==> src/rtl/p251_mul_arb_if.sv <==
// Request/response bundle for the shared mod-251 multiplier: two requester
// channels with valid/ready handshake and two strobe-only response channels.
interface p251_mul_arb_if #(
    parameter int TAG_W = 4
);
    logic             i_req0_valid;
    logic             i_req1_valid;
    logic             o_req0_ready;
    logic             o_req1_ready;
    logic [7:0]       i_req0_a;
    logic [7:0]       i_req0_b;
    logic [7:0]       i_req1_a;
    logic [7:0]       i_req1_b;
    logic [TAG_W-1:0] i_req0_tag;
    logic [TAG_W-1:0] i_req1_tag;
    logic             o_rsp0_valid;
    logic             o_rsp1_valid;
    logic [7:0]       o_rsp0_c;
    logic [7:0]       o_rsp1_c;
    logic [TAG_W-1:0] o_rsp0_tag;
    logic [TAG_W-1:0] o_rsp1_tag;
    logic             o_busy;

    modport slave (
        input  i_req0_valid, i_req1_valid,
        input  i_req0_a, i_req0_b, i_req1_a, i_req1_b,
        input  i_req0_tag, i_req1_tag,
        output o_req0_ready, o_req1_ready,
        output o_rsp0_valid, o_rsp1_valid,
        output o_rsp0_c, o_rsp1_c,
        output o_rsp0_tag, o_rsp1_tag,
        output o_busy
    );

    modport master (
        output i_req0_valid, i_req1_valid,
        output i_req0_a, i_req0_b, i_req1_a, i_req1_b,
        output i_req0_tag, i_req1_tag,
        input  o_req0_ready, o_req1_ready,
        input  o_rsp0_valid, o_rsp1_valid,
        input  o_rsp0_c, o_rsp1_c,
        input  o_rsp0_tag, o_rsp1_tag,
        input  o_busy
    );
endinterface

==> src/rtl/p251_mul_arb.sv <==
// Two-requester arbiter sharing one 8x8 multiplier and mod-251 reducer, 2-stage pipeline.
// Define P251_MUL_ARB_RR_EN for round-robin arbitration; default is fixed priority to requester 0.
module p251_mul_arb #(
    parameter int TAG_W = 4
) (
    input  logic            i_clk,
    input  logic            i_rst_n,
    p251_mul_arb_if.slave   bus
);
    logic [1:0]       req_valid;
    logic [1:0]       req_ready;
    logic             accept;
    logic             accept_id;
    logic             contention_pick;
    logic [7:0]       op_a;
    logic [7:0]       op_b;
    logic [TAG_W-1:0] op_tag;
    logic [15:0]      product;

    logic             s1_valid_reg;
    logic             s1_id_reg;
    logic [TAG_W-1:0] s1_tag_reg;
    logic [15:0]      s1_prod_reg;

    logic [10:0]      fold1;
    logic [8:0]       fold2;
    logic [7:0]       reduced;

    assign req_valid = {bus.i_req1_valid, bus.i_req0_valid};

`ifdef P251_MUL_ARB_RR_EN
    // Pointer holds the id of the last accepted requester; contention goes to the other one.
    logic last_grant_reg;

    always_ff @(posedge i_clk or negedge i_rst_n) begin
        if (!i_rst_n) begin
            last_grant_reg <= 1'b1;
        end else if (accept) begin
            last_grant_reg <= accept_id;
        end
    end

    assign contention_pick = ~last_grant_reg;
`else
    assign contention_pick = 1'b0;
`endif

    always_comb begin
        req_ready = 2'b00;
        if (i_rst_n) begin
            if (req_valid == 2'b11) begin
                req_ready = contention_pick ? 2'b10 : 2'b01;
            end else begin
                req_ready = req_valid;
            end
        end
    end

    assign bus.o_req0_ready = req_ready[0];
    assign bus.o_req1_ready = req_ready[1];
    assign accept    = |req_ready;
    assign accept_id = req_ready[1];

    assign op_a   = accept_id ? bus.i_req1_a   : bus.i_req0_a;
    assign op_b   = accept_id ? bus.i_req1_b   : bus.i_req0_b;
    assign op_tag = accept_id ? bus.i_req1_tag : bus.i_req0_tag;
    assign product = op_a * op_b;

    always_ff @(posedge i_clk or negedge i_rst_n) begin
        if (!i_rst_n) begin
            s1_valid_reg <= 1'b0;
        end else begin
            s1_valid_reg <= accept;
        end
    end

    // Payload needs no reset: it is only observed when the valid bit says so.
    always_ff @(posedge i_clk) begin
        if (accept) begin
            s1_id_reg   <= accept_id;
            s1_tag_reg  <= op_tag;
            s1_prod_reg <= product;
        end
    end

    // 256 == 5 (mod 251): fold the high byte twice, then one conditional subtract.
    // fold1 <= 5*254+255 = 1525, fold2 <= 5*5+255 = 280 < 2*251.
    assign fold1   = 11'(s1_prod_reg[15:8]) * 11'd5 + 11'(s1_prod_reg[7:0]);
    assign fold2   = 9'(fold1[10:8]) * 9'd5 + 9'(fold1[7:0]);
    assign reduced = (fold2 >= 9'd251) ? 8'(fold2 - 9'd251) : fold2[7:0];

    genvar gi;
    generate
        for (gi = 0; gi < 2; gi++) begin : g_ch
            logic             hit;
            logic             v_reg;
            logic [7:0]       c_reg;
            logic [TAG_W-1:0] tag_reg;

            assign hit = s1_valid_reg && (s1_id_reg == 1'(gi));

            // Per-channel S2: result and tag persist until this channel's next result.
            always_ff @(posedge i_clk or negedge i_rst_n) begin
                if (!i_rst_n) begin
                    v_reg   <= 1'b0;
                    c_reg   <= 8'd0;
                    tag_reg <= '0;
                end else begin
                    v_reg <= hit;
                    if (hit) begin
                        c_reg   <= reduced;
                        tag_reg <= s1_tag_reg;
                    end
                end
            end
        end
    endgenerate

    assign bus.o_rsp0_valid = g_ch[0].v_reg;
    assign bus.o_rsp0_c     = g_ch[0].c_reg;
    assign bus.o_rsp0_tag   = g_ch[0].tag_reg;
    assign bus.o_rsp1_valid = g_ch[1].v_reg;
    assign bus.o_rsp1_c     = g_ch[1].c_reg;
    assign bus.o_rsp1_tag   = g_ch[1].tag_reg;

    assign bus.o_busy = s1_valid_reg | g_ch[0].v_reg | g_ch[1].v_reg;
endmodule

==> src/flat_wrapper.sv <==
// flat-port wrapper written by rule: the top's interface ports become plain ports
module p251_mul_arb_flat 
#(
    parameter int TAG_W = 4
)
  (i_clk, i_rst_n, bus_i_req0_valid, bus_i_req1_valid, bus_i_req0_a, bus_i_req0_b, bus_i_req1_a, bus_i_req1_b, bus_i_req0_tag, bus_i_req1_tag, bus_o_req0_ready, bus_o_req1_ready, bus_o_rsp0_valid, bus_o_rsp1_valid, bus_o_rsp0_c, bus_o_rsp1_c, bus_o_rsp0_tag, bus_o_rsp1_tag, bus_o_busy);
  p251_mul_arb_if #(.TAG_W(TAG_W)) bus_i ();
  input  logic i_clk;
  input  logic i_rst_n;
  input wire logic [$bits(bus_i.i_req0_valid)-1:0] bus_i_req0_valid;
  input wire logic [$bits(bus_i.i_req1_valid)-1:0] bus_i_req1_valid;
  input wire logic [$bits(bus_i.i_req0_a)-1:0] bus_i_req0_a;
  input wire logic [$bits(bus_i.i_req0_b)-1:0] bus_i_req0_b;
  input wire logic [$bits(bus_i.i_req1_a)-1:0] bus_i_req1_a;
  input wire logic [$bits(bus_i.i_req1_b)-1:0] bus_i_req1_b;
  input wire logic [$bits(bus_i.i_req0_tag)-1:0] bus_i_req0_tag;
  input wire logic [$bits(bus_i.i_req1_tag)-1:0] bus_i_req1_tag;
  output wire logic [$bits(bus_i.o_req0_ready)-1:0] bus_o_req0_ready;
  output wire logic [$bits(bus_i.o_req1_ready)-1:0] bus_o_req1_ready;
  output wire logic [$bits(bus_i.o_rsp0_valid)-1:0] bus_o_rsp0_valid;
  output wire logic [$bits(bus_i.o_rsp1_valid)-1:0] bus_o_rsp1_valid;
  output wire logic [$bits(bus_i.o_rsp0_c)-1:0] bus_o_rsp0_c;
  output wire logic [$bits(bus_i.o_rsp1_c)-1:0] bus_o_rsp1_c;
  output wire logic [$bits(bus_i.o_rsp0_tag)-1:0] bus_o_rsp0_tag;
  output wire logic [$bits(bus_i.o_rsp1_tag)-1:0] bus_o_rsp1_tag;
  output wire logic [$bits(bus_i.o_busy)-1:0] bus_o_busy;
  assign bus_i.i_req0_valid = bus_i_req0_valid;
  assign bus_i.i_req1_valid = bus_i_req1_valid;
  assign bus_i.i_req0_a = bus_i_req0_a;
  assign bus_i.i_req0_b = bus_i_req0_b;
  assign bus_i.i_req1_a = bus_i_req1_a;
  assign bus_i.i_req1_b = bus_i_req1_b;
  assign bus_i.i_req0_tag = bus_i_req0_tag;
  assign bus_i.i_req1_tag = bus_i_req1_tag;
  assign bus_o_req0_ready = bus_i.o_req0_ready;
  assign bus_o_req1_ready = bus_i.o_req1_ready;
  assign bus_o_rsp0_valid = bus_i.o_rsp0_valid;
  assign bus_o_rsp1_valid = bus_i.o_rsp1_valid;
  assign bus_o_rsp0_c = bus_i.o_rsp0_c;
  assign bus_o_rsp1_c = bus_i.o_rsp1_c;
  assign bus_o_rsp0_tag = bus_i.o_rsp0_tag;
  assign bus_o_rsp1_tag = bus_i.o_rsp1_tag;
  assign bus_o_busy = bus_i.o_busy;
  p251_mul_arb #(.TAG_W(TAG_W)) u_core (.i_clk(i_clk), .i_rst_n(i_rst_n), .bus(bus_i));
endmodule
==> config.mk <==
export PLATFORM = sky130hd
export DESIGN_NAME = p251_mul_arb_flat
export DESIGN_NICKNAME = d
export VERILOG_FILES = /design/src/rtl/p251_mul_arb_if.sv /design/src/rtl/p251_mul_arb.sv /design/src/flat_wrapper.sv
export SDC_FILE = /design/constraint.sdc
export NUM_CORES = 1
export LEC_CHECK = 0
export ABC_AREA = 1
export ABC_CLOCK_PERIOD_IN_PS = 4600
export CORE_MARGIN = 2
export CORE_UTILIZATION = 35
export DETAILED_ROUTE_END_ITERATION = 12
export PLACE_DENSITY = 0.55
export SETUP_SLACK_MARGIN = 0.3
export SYNTH_ARGS = -nofsm -noshare
export SYNTH_HDL_FRONTEND = slang
export SYNTH_SLANG_ARGS = --single-unit
==> constraint.sdc <==
create_clock -name i_clk -period 4.6 [get_ports i_clk]
set_input_delay 0.92 -clock i_clk [delete_from_list [all_inputs] [get_ports i_clk]]
set_output_delay 0.92 -clock i_clk [all_outputs]
set_load 0.02 [all_outputs]
# ---- Word-level counts from Yosys, hierarchy flattened
# Cells that the tools add are included.
dict set report totals {
  inputBits 44
  word_cells 30
  regBits 48
  output_inout_bits 29
}
dict set report classes {
  n_bitwise 3
  mux 6
  mul 3
  n_reduce_logical 3
  magnitude_cmp 1
  n_eq_ne 1
  n_addsub 3
}
# op n
set ops {}
lappend ops {{8-bit two-way mux} 3}
lappend ops {{8-bit by 8-bit multiplier with 16-bit output} 1}
lappend ops {{11-bit by 8-bit adder with 11-bit output} 1}
lappend ops {{8-bit by 3-bit multiplier with 11-bit output (second input constant)} 1}
lappend ops {{6-bit by 8-bit adder with 9-bit output} 1}
lappend ops {{9-bit by 8-bit greater-or-equal comparator with 1-bit output (second input constant)} 1}
lappend ops {{8-bit subtractor (second input constant)} 1}
lappend ops {{3-bit by 3-bit multiplier with 6-bit output (second input constant)} 1}
lappend ops {{2-bit two-way mux} 2}
lappend ops {{4-bit two-way mux} 1}
lappend ops {{2-bit equality test (second input constant)} 1}
lappend ops {{1-bit logical AND} 2}
lappend ops {{1-bit OR} 2}
lappend ops {{2-bit OR reduction} 1}
lappend ops {{1-bit NOT} 1}

# ---- Logic depth before layout (Yosys ltp)
# Gate-level depths: netlist of run 1.
dict set report logic_depth {
  word_depth 6
  mapped_depth 35
  mapped_depth_nobuf 35
}

# ---- Worst setup path before layout of run 1
# Ideal clock, no wire load.
dict set report synth_timing {
  path_type {input port to flip-flop}
  startpoint {input bus_i_req1_valid}
  endpoint {register u_core.s1_prod_reg[15], data pin}
  setup_slack_ns -0.910
  required_ns 4.336
  path_stages 18
  setup_time_ns 0.264
  arrival_time_ns 5.247
  path_buffers 0
  cell_sequence {inv_1 nor3_4 inv_2 o21ai_1 inv_1 or2_1 fa_1 fa_1 inv_1 fa_1 fa_1 ha_1 nand2_1 o21ai_0 nand2_1 o2111ai_1 a31oi_1 xor2_1}
}
dict set report synth_via {
  elab_chain_cells 5
  word_cells_on_any_way 6
  classes_between {1 x mul; 1 x eq/ne; 4 x mux}
}
# item line_no
set synth_lines {}
lappend synth_lines {{from (decl)} flat_wrapper.sv:11} ;# input wire logic [$bits(bus_i.i_req1_valid)-1:0] bus_i_req1_valid;
lappend synth_lines {{2-bit equality test} p251_mul_arb.sv:51} ;# if (req_valid == 2'b11) begin
lappend synth_lines {{2-bit two-way mux *} p251_mul_arb.sv:51}
lappend synth_lines {{2-bit two-way mux *} p251_mul_arb.sv:50} ;# if (i_rst_n) begin
lappend synth_lines {{via bus_o_req1_ready} flat_wrapper.sv:19} ;# output wire logic [$bits(bus_i.o_req1_ready)-1:0] bus_o_req1_ready;
lappend synth_lines {{8-bit two-way mux (on tied branches)} {p251_mul_arb.sv:64, p251_mul_arb.sv:65}}
lappend synth_lines {{8-bit by 8-bit multiplier with 16-bit output *} p251_mul_arb.sv:67} ;# assign product = op_a * op_b;
lappend synth_lines {{via u_core.product[15]} p251_mul_arb.sv:18} ;# logic [15:0] product;
lappend synth_lines {{to (signal assigned)} p251_mul_arb.sv:82} ;# s1_prod_reg <= product;
lappend synth_lines {{to (decl)} p251_mul_arb.sv:23} ;# logic [15:0] s1_prod_reg;
# Mark *: on every way through the listed nets, which the timed path passes. The rest lies on a longest branch.
# A chain may end at the register's enable or synchronous reset.

# ---- Worst setup path after layout of run 1
dict set report layout_timing {
  startpoint {input i_rst_n}
  endpoint {register u_core.s1_prod_reg[15], data pin}
}
dict set report layout_via {
  elab_chain_cells 3
  word_cells_on_any_way 4
  classes_between {1 x mul; 3 x mux}
}
# item line_no
set layout_lines {}
lappend layout_lines {{from (decl)} flat_wrapper.sv:9} ;# input logic i_rst_n;
lappend layout_lines {{2-bit two-way mux *} p251_mul_arb.sv:50}
lappend layout_lines {{8-bit two-way mux (on tied branches)} {p251_mul_arb.sv:64, p251_mul_arb.sv:65}}
lappend layout_lines {{8-bit by 8-bit multiplier with 16-bit output *} p251_mul_arb.sv:67}
lappend layout_lines {{via u_core.product[15]} p251_mul_arb.sv:18}
# Marked as above.

==> impl_metrics.tcl, run 1 <==
set metrics [dict create \
    fin_setup_tns_ns -6.37 \
    fmax_mhz 199 \
    timing.hold.worst.class "flip-flop to flip-flop" \
    finalHoldViolations 0 \
    antenna_found_initial 0 \
    postLayoutCoreUtil 0.574 \
    cp-end-kind "flip-flop" \
    dp_hpwl_mm 10.5 \
    grt_usage 0.175 \
    yosysWarnings 0 \
    seq_area_um2 1310 \
    grt_max_degree 29 \
    cts_sinks 48 \
    grt_pass1_wl_mm 23.1 \
    start_kind "primary input" \
    port_buffers 72 \
    violations "setup timing" \
    overflow 0 \
    critPathArrivalTime_ns 5.06 \
    avgSynthCellArea_um2 8.10 \
    avgViaCountPerCell 4.61 \
    coreArea_um2 14500 \
    crit_type "primary input to flip-flop" \
    wl_per_cell_um 13.1 \
    io_pins 73 \
    drive_above_1_share 0.376 \
    postRouteWirelength_mm 13.5 \
    synthToLayoutAreaGrowth_pct 61.4 \
    fin_crit_sh 1.09 \
    die_area_um2 15700 \
    via_count 4774 \
    place_ws_ns -1.18 \
    synth_fp_nets 790 \
    maxSlewHeadroom 0.381 \
    path_max_fanout 8 \
    synthCells 636 \
    die_w_um 125 \
    tritoncts "yes" \
    synthDistinctLibCells 35 \
    cts_buffers 5 \
    worst_pin_slew_ns 0.926 \
    rsz0062_at_grt "yes" \
    nFillCells 1266 \
    ys_seq_elements 48 \
    period_needed_ns 5.02 \
    multi_input_area_um2 4150 \
    clock_path_buffers 2 \
    setup_ws_ns -0.422 \
    cts_hold_buffers 0 \
    status "finished with violations" \
    core.rowCount 44 \
    final_nets 1004 \
    gp_congestion 0.845 \
    start_util 0.356 \
    drc_errors 0 \
    ant_nets 0 \
    root_buffer "clkbuf_16" \
    clk_transition_reported_paths_ns 0.07 \
    finClkSkew_ns 0.00492 \
    cap_violations 0 \
    largest_reg_flops 16 \
    setup_viol 26 \
    crit_required_ns 4.64 \
    drt_pass1_iterations 4 \
    die_h_um 125 \
    slew_violations 0 \
    cts_max_level 2 \
    initialDrtViolationCount 145 \
    n_antenna_cell 0 \
    grt_pass1_vias 5100 \
    clk_latency_ns 0.29 \
    ys_seq_area_frac 0.254 \
    synth_area_um2 5150 \
]
kinds of logic (layout without fill, tap and decap cells):
logic type                 count (synthesis)  after routing  share of synthesized area
buffers and inverters                    143            358                      0.106
muxes                                      1              1                    0.00194
adders and majority gates                110            110                      0.331
AOI/OAI and AO/OA                         57             57                     0.0610
and+or+nand+nor                          254            254                      0.207
DFF                                       48             48                      0.254
xor gates and xnor gates                  23             23                     0.0391
layer usage:
metal / part of all wire / track usage / routed length [µm]
met1: 0.42 / 0.211 / 5630
met4: 0.018 / 0.0458 / 241
met3: 0.023 / 0.0167 / 305
met2: 0.54 / 0.331 / 7340
met5: 0 / 0 / 0
path summary, 6_finish.rpt:
check / from / end / slack [ns] / cells after the start
worst max-delay path: i_rst_n / u_core.s1_prod_reg[15] / -0.42 / 20
worst min-delay path: u_core.bus.o_rsp0_c[4] / u_core.bus.o_rsp0_c[4] / 0.47 / 2
worst max register to register: u_core.s1_prod_reg[11] / u_core.bus.o_rsp1_c[6] / -0.30 / 34
worst min register to register: u_core.bus.o_rsp0_c[4] / u_core.bus.o_rsp0_c[4] / 0.47 / 2
max in group asynchronous: i_rst_n / u_core.bus.o_rsp0_tag[3] / 3.70 / 2
min in group asynchronous: i_rst_n / u_core.bus.o_rsp1_c[6] / 0.64 / 2
final cells by class:
| class | instances | area share |
|---|---|---|
| clock buffer | 7 | 0.0211 |
| clock inverter | 1 | 0.00105 |
| timing repair buffer | 213 | 0.229 |
| inverter | 137 | 0.0658 |
| tap | 184 | 0.0277 |
| sequential | 48 | 0.157 |
| multi-input combinational | 445 | 0.499 |
synth_stat cells, drive strengths merged:
master | instances | share of area
nand2 | 171 | 0.13
inv | 136 | 0.099
ha | 66 | 0.16
nor2 | 49 | 0.037
fa | 44 | 0.17
o21ai | 30 | 0.031
dfrtp | 27 | 0.13
edfxtp | 21 | 0.12
nand3 | 20 | 0.020
a21oi | 19 | 0.018
xor2 | 14 | 0.024
xnor2 | 9 | 0.015
clkbuf | 5 | 0.0036
nand3b | 4 | 0.0058
nand4 | 4 | 0.0061
a31oi | 3 | 0.0036
a21o | 2 | 0.0029
nor3 | 2 | 0.0041
o21bai | 2 | 0.0029
or2 | 2 | 0.0024
buf | 1 | 0.0022
clkinv | 1 | 0.00073
mux2i | 1 | 0.0019
nor3b | 1 | 0.0015
o2111ai | 1 | 0.0017
or3 | 1 | 0.0012
cell usage in the layout (no fill, tap or decap), drive strengths merged:
| master | instances |
|---|---|
| nand2 | 171 |
| buf | 144 |
| inv | 136 |
| clkdlybuf4s50 | 69 |
| ha | 66 |
| nor2 | 49 |
| fa | 44 |
| o21ai | 30 |
| dfrtp | 27 |
| edfxtp | 21 |
| nand3 | 20 |
| a21oi | 19 |
| xor2 | 14 |
| xnor2 | 9 |
| clkbuf | 7 |
| nand3b | 4 |
| nand4 | 4 |
| a31oi | 3 |
| nor3 | 2 |
| a21o | 2 |
| clkinv | 2 |
| or2 | 2 |
| o21bai | 2 |
| mux2i | 1 |
| o2111ai | 1 |
| or3 | 1 |
| nor3b | 1 |
through the flow:
step                cell area (µm²)  hold slack (ns)  instances
floorplan                      5520            0.482        636
global placement               7070            0.464        975
detailed placement             7070            0.464        975
CTS                            7960            0.475       1025
global route                   8310            0.501       1035
finish                         8310            0.468       1035
repair_timing:
action                     in CTS  in global routing
setup buffers                  41                 10
setup endpoints to repair      28                 28
pin swaps                      80                 54
gates resized for setup       111                 68
gates cloned                    1                  0
worst max-delay path, stage by stage:
cell and delay [ns]:
buf_8 0.08, inv_4 0.03, nor3_4 0.24, clkinv_4 0.17, buf_12 0.18, o21ai_4 0.13
buf_6 0.14, nand2_4 0.05, fa_1 0.56, inv_2 0.05, fa_1 0.57, fa_1 0.44
fa_1 0.49, ha_4 0.31, nand2_2 0.06, nor2_2 0.12, nand3_1 0.12, o2111ai_2 0.11
a31oi_1 0.13, xor2_1 0.15
Power of run 1 is not shown: default switching activity piles up to over one toggle a cycle in this logic, so the estimate is an artifact.
==> run 2: changes to the inputs <==
Settings changed: ABC_CLOCK_PERIOD_IN_PS 4600 to 5100, PLACE_DENSITY 0.55 to 0.53.
Clock period 4.6 ns to 5.1 ns, I/O delays scaled along.
==> impl_metrics.tcl, run 2 (same netlist as run 1, synthesis figures left out) <==
set metrics [dict create \
    maxSlewHeadroom 0.367 \
    cts_buffers 5 \
    antenna_found_initial 0 \
    dp_hpwl_mm 10.6 \
    slew_violations 0 \
    postRouteWirelength_mm 13.0 \
    initialDrtViolationCount 210 \
    setup_viol 0 \
    cp_common_cell "fa_1" \
    rsz0062_at_grt "yes" \
    placed_area_um2 6840 \
    cp-end-kind "flip-flop" \
    avgViaCountPerCell 4.62 \
    crit_type "primary input to flip-flop" \
    start_kind "primary input" \
    finClkSkew_ns 0.00764 \
    gp_congestion 0.877 \
    crit_required_ns 5.14 \
    worst_pin_slew_ns 0.947 \
    critPathMaxStageDelay_ns 0.54 \
    cts_sinks 48 \
    path_max_fanout 7 \
    clk_latency_ns 0.29 \
    grt_usage 0.170 \
    root_buffer "clkbuf_16" \
    ant_nets 0 \
    fin_setup_tns_ns 0 \
    drc_errors 0 \
    tritoncts "yes" \
    fmax_mhz 199 \
    grt_max_degree 29 \
    wl_per_cell_um 13.2 \
    postLayoutCoreUtil 0.534 \
    cts_max_level 2 \
    drt_pass1_iterations 4 \
    via_count 4551 \
    clock_path_buffers 2 \
    final_nets 955 \
    cap_violations 0 \
    grt_pass1_vias 4780 \
    place_inst 954 \
    die_w_um 125 \
    layout_common_cells "126 x nand2_1, 115 x inv_1, 81 x buf_4, 69 x clkdlybuf4s50_1, 51 x ha_1" \
    post-route-cell-area_um2 7730 \
    timing.hold.worst.class "flip-flop to flip-flop" \
    fin_crit_sh 0.985 \
    drive_above_1_share 0.307 \
    die_area_um2 15700 \
    overflow 0 \
    layout_commonest_cell "nand2_1" \
    synthToLayoutAreaGrowth_pct 50.1 \
    clk_transition_reported_paths_ns 0.07 \
    die_h_um 125 \
    cp_cell_sequence "buf_2, nor3_4, inv_4, buf_6, o21ai_4, buf_4, nand2_1, fa_1, inv_1, fa_1, fa_1, fa_1, ha_4, nand2_1, nor2_1, nand3_1, o2111ai_2, a31oi_1, xor2_1" \
    period_needed_ns 5.02 \
    coreArea_um2 14500 \
    io_pins 73 \
    start_util 0.356 \
    grt_pass1_wl_mm 22.1 \
    core.rowCount 44 \
    largest_reg_flops 16 \
    fin_cells 986 \
    critPathSlowestCell "fa_1" \
    critPathArrivalTime_ns 5.06 \
    port_buffers 72 \
    status "completed" \
    n_antenna_cell 0 \
    finalHoldViolations 0 \
]
==> run 2: repair_timing <==
action | CTS | global route
buffers inserted | 16 | 7
gates resized for setup | 65 | 75
pin swaps | 42 | 49
endpoints found under the setup margin | 28 | 27
hold buffers | 0 | 0
gates cloned | 1 | 0
endpoints found under the hold margin | 0 | 0
==> run 2: final cells by class <==
class | count | area [µm²]
inverter | 137 | 529
sequential | 48 | 1310
clock buffer | 7 | 175
fill | 1368 | 6750
timing repair buffer | 164 | 1490
clock inverter | 1 | 8.76
multi-input combinational | 445 | 3990
tap | 184 | 230
==> run 2: path summary, 6_finish.rpt <==
| kind | start | endpoint | slack [ns] | depth (start not counted) |
|---|---|---|---|---|
| worst max-delay path | bus_i_req0_valid | u_core.s1_prod_reg[15] | 0.08 | 19 |
| worst min-delay path | u_core.bus.o_rsp0_c[4] | u_core.bus.o_rsp0_c[4] | 0.48 | 2 |
| worst max register to register | u_core.s1_prod_reg[11] | u_core.bus.o_rsp0_c[1] | 0.25 | 30 |
| worst min register to register | u_core.bus.o_rsp0_c[4] | u_core.bus.o_rsp0_c[4] | 0.48 | 2 |
| max in group asynchronous | i_rst_n | u_core.bus.o_rsp1_c[7] | 4.11 | 2 |
| min in group asynchronous | i_rst_n | u_core.bus.o_rsp0_c[3] | 0.72 | 2 |
==> run 2: metrics by stage <==
stage | setup slack (ns) | hold WS [ns]
floorplan | -0.191 | 0.472
global placement | -0.684 | 0.463
detailed placement | -0.742 | 0.466
CTS | 0.0668 | 0.485
global route | -0.0990 | 0.497
finish | 0.0762 | 0.479
==> run 2: worst max-delay path, delay by kind of cell <==
kind,cells,cell delay (ns)
fa+ha+maj,5,2.29
simple gates,5,0.62
buf+inv,5,0.59
compound gates,3,0.39
xor+xnor,1,0.15
==> run 2: per-layer routing <==
metal | global-route usage | vias to the layer above | routed length (µm)
met3 | 0.0175 | 8 | 248
met2 | 0.315 | 59 | 6940
met4 | 0.0353 | 0 | 98
met1 | 0.213 | 2189 | 5700
li1 | - | 2295 | -
met5 | 0 | - | 0
Power of run 2 is left out for the same reason.
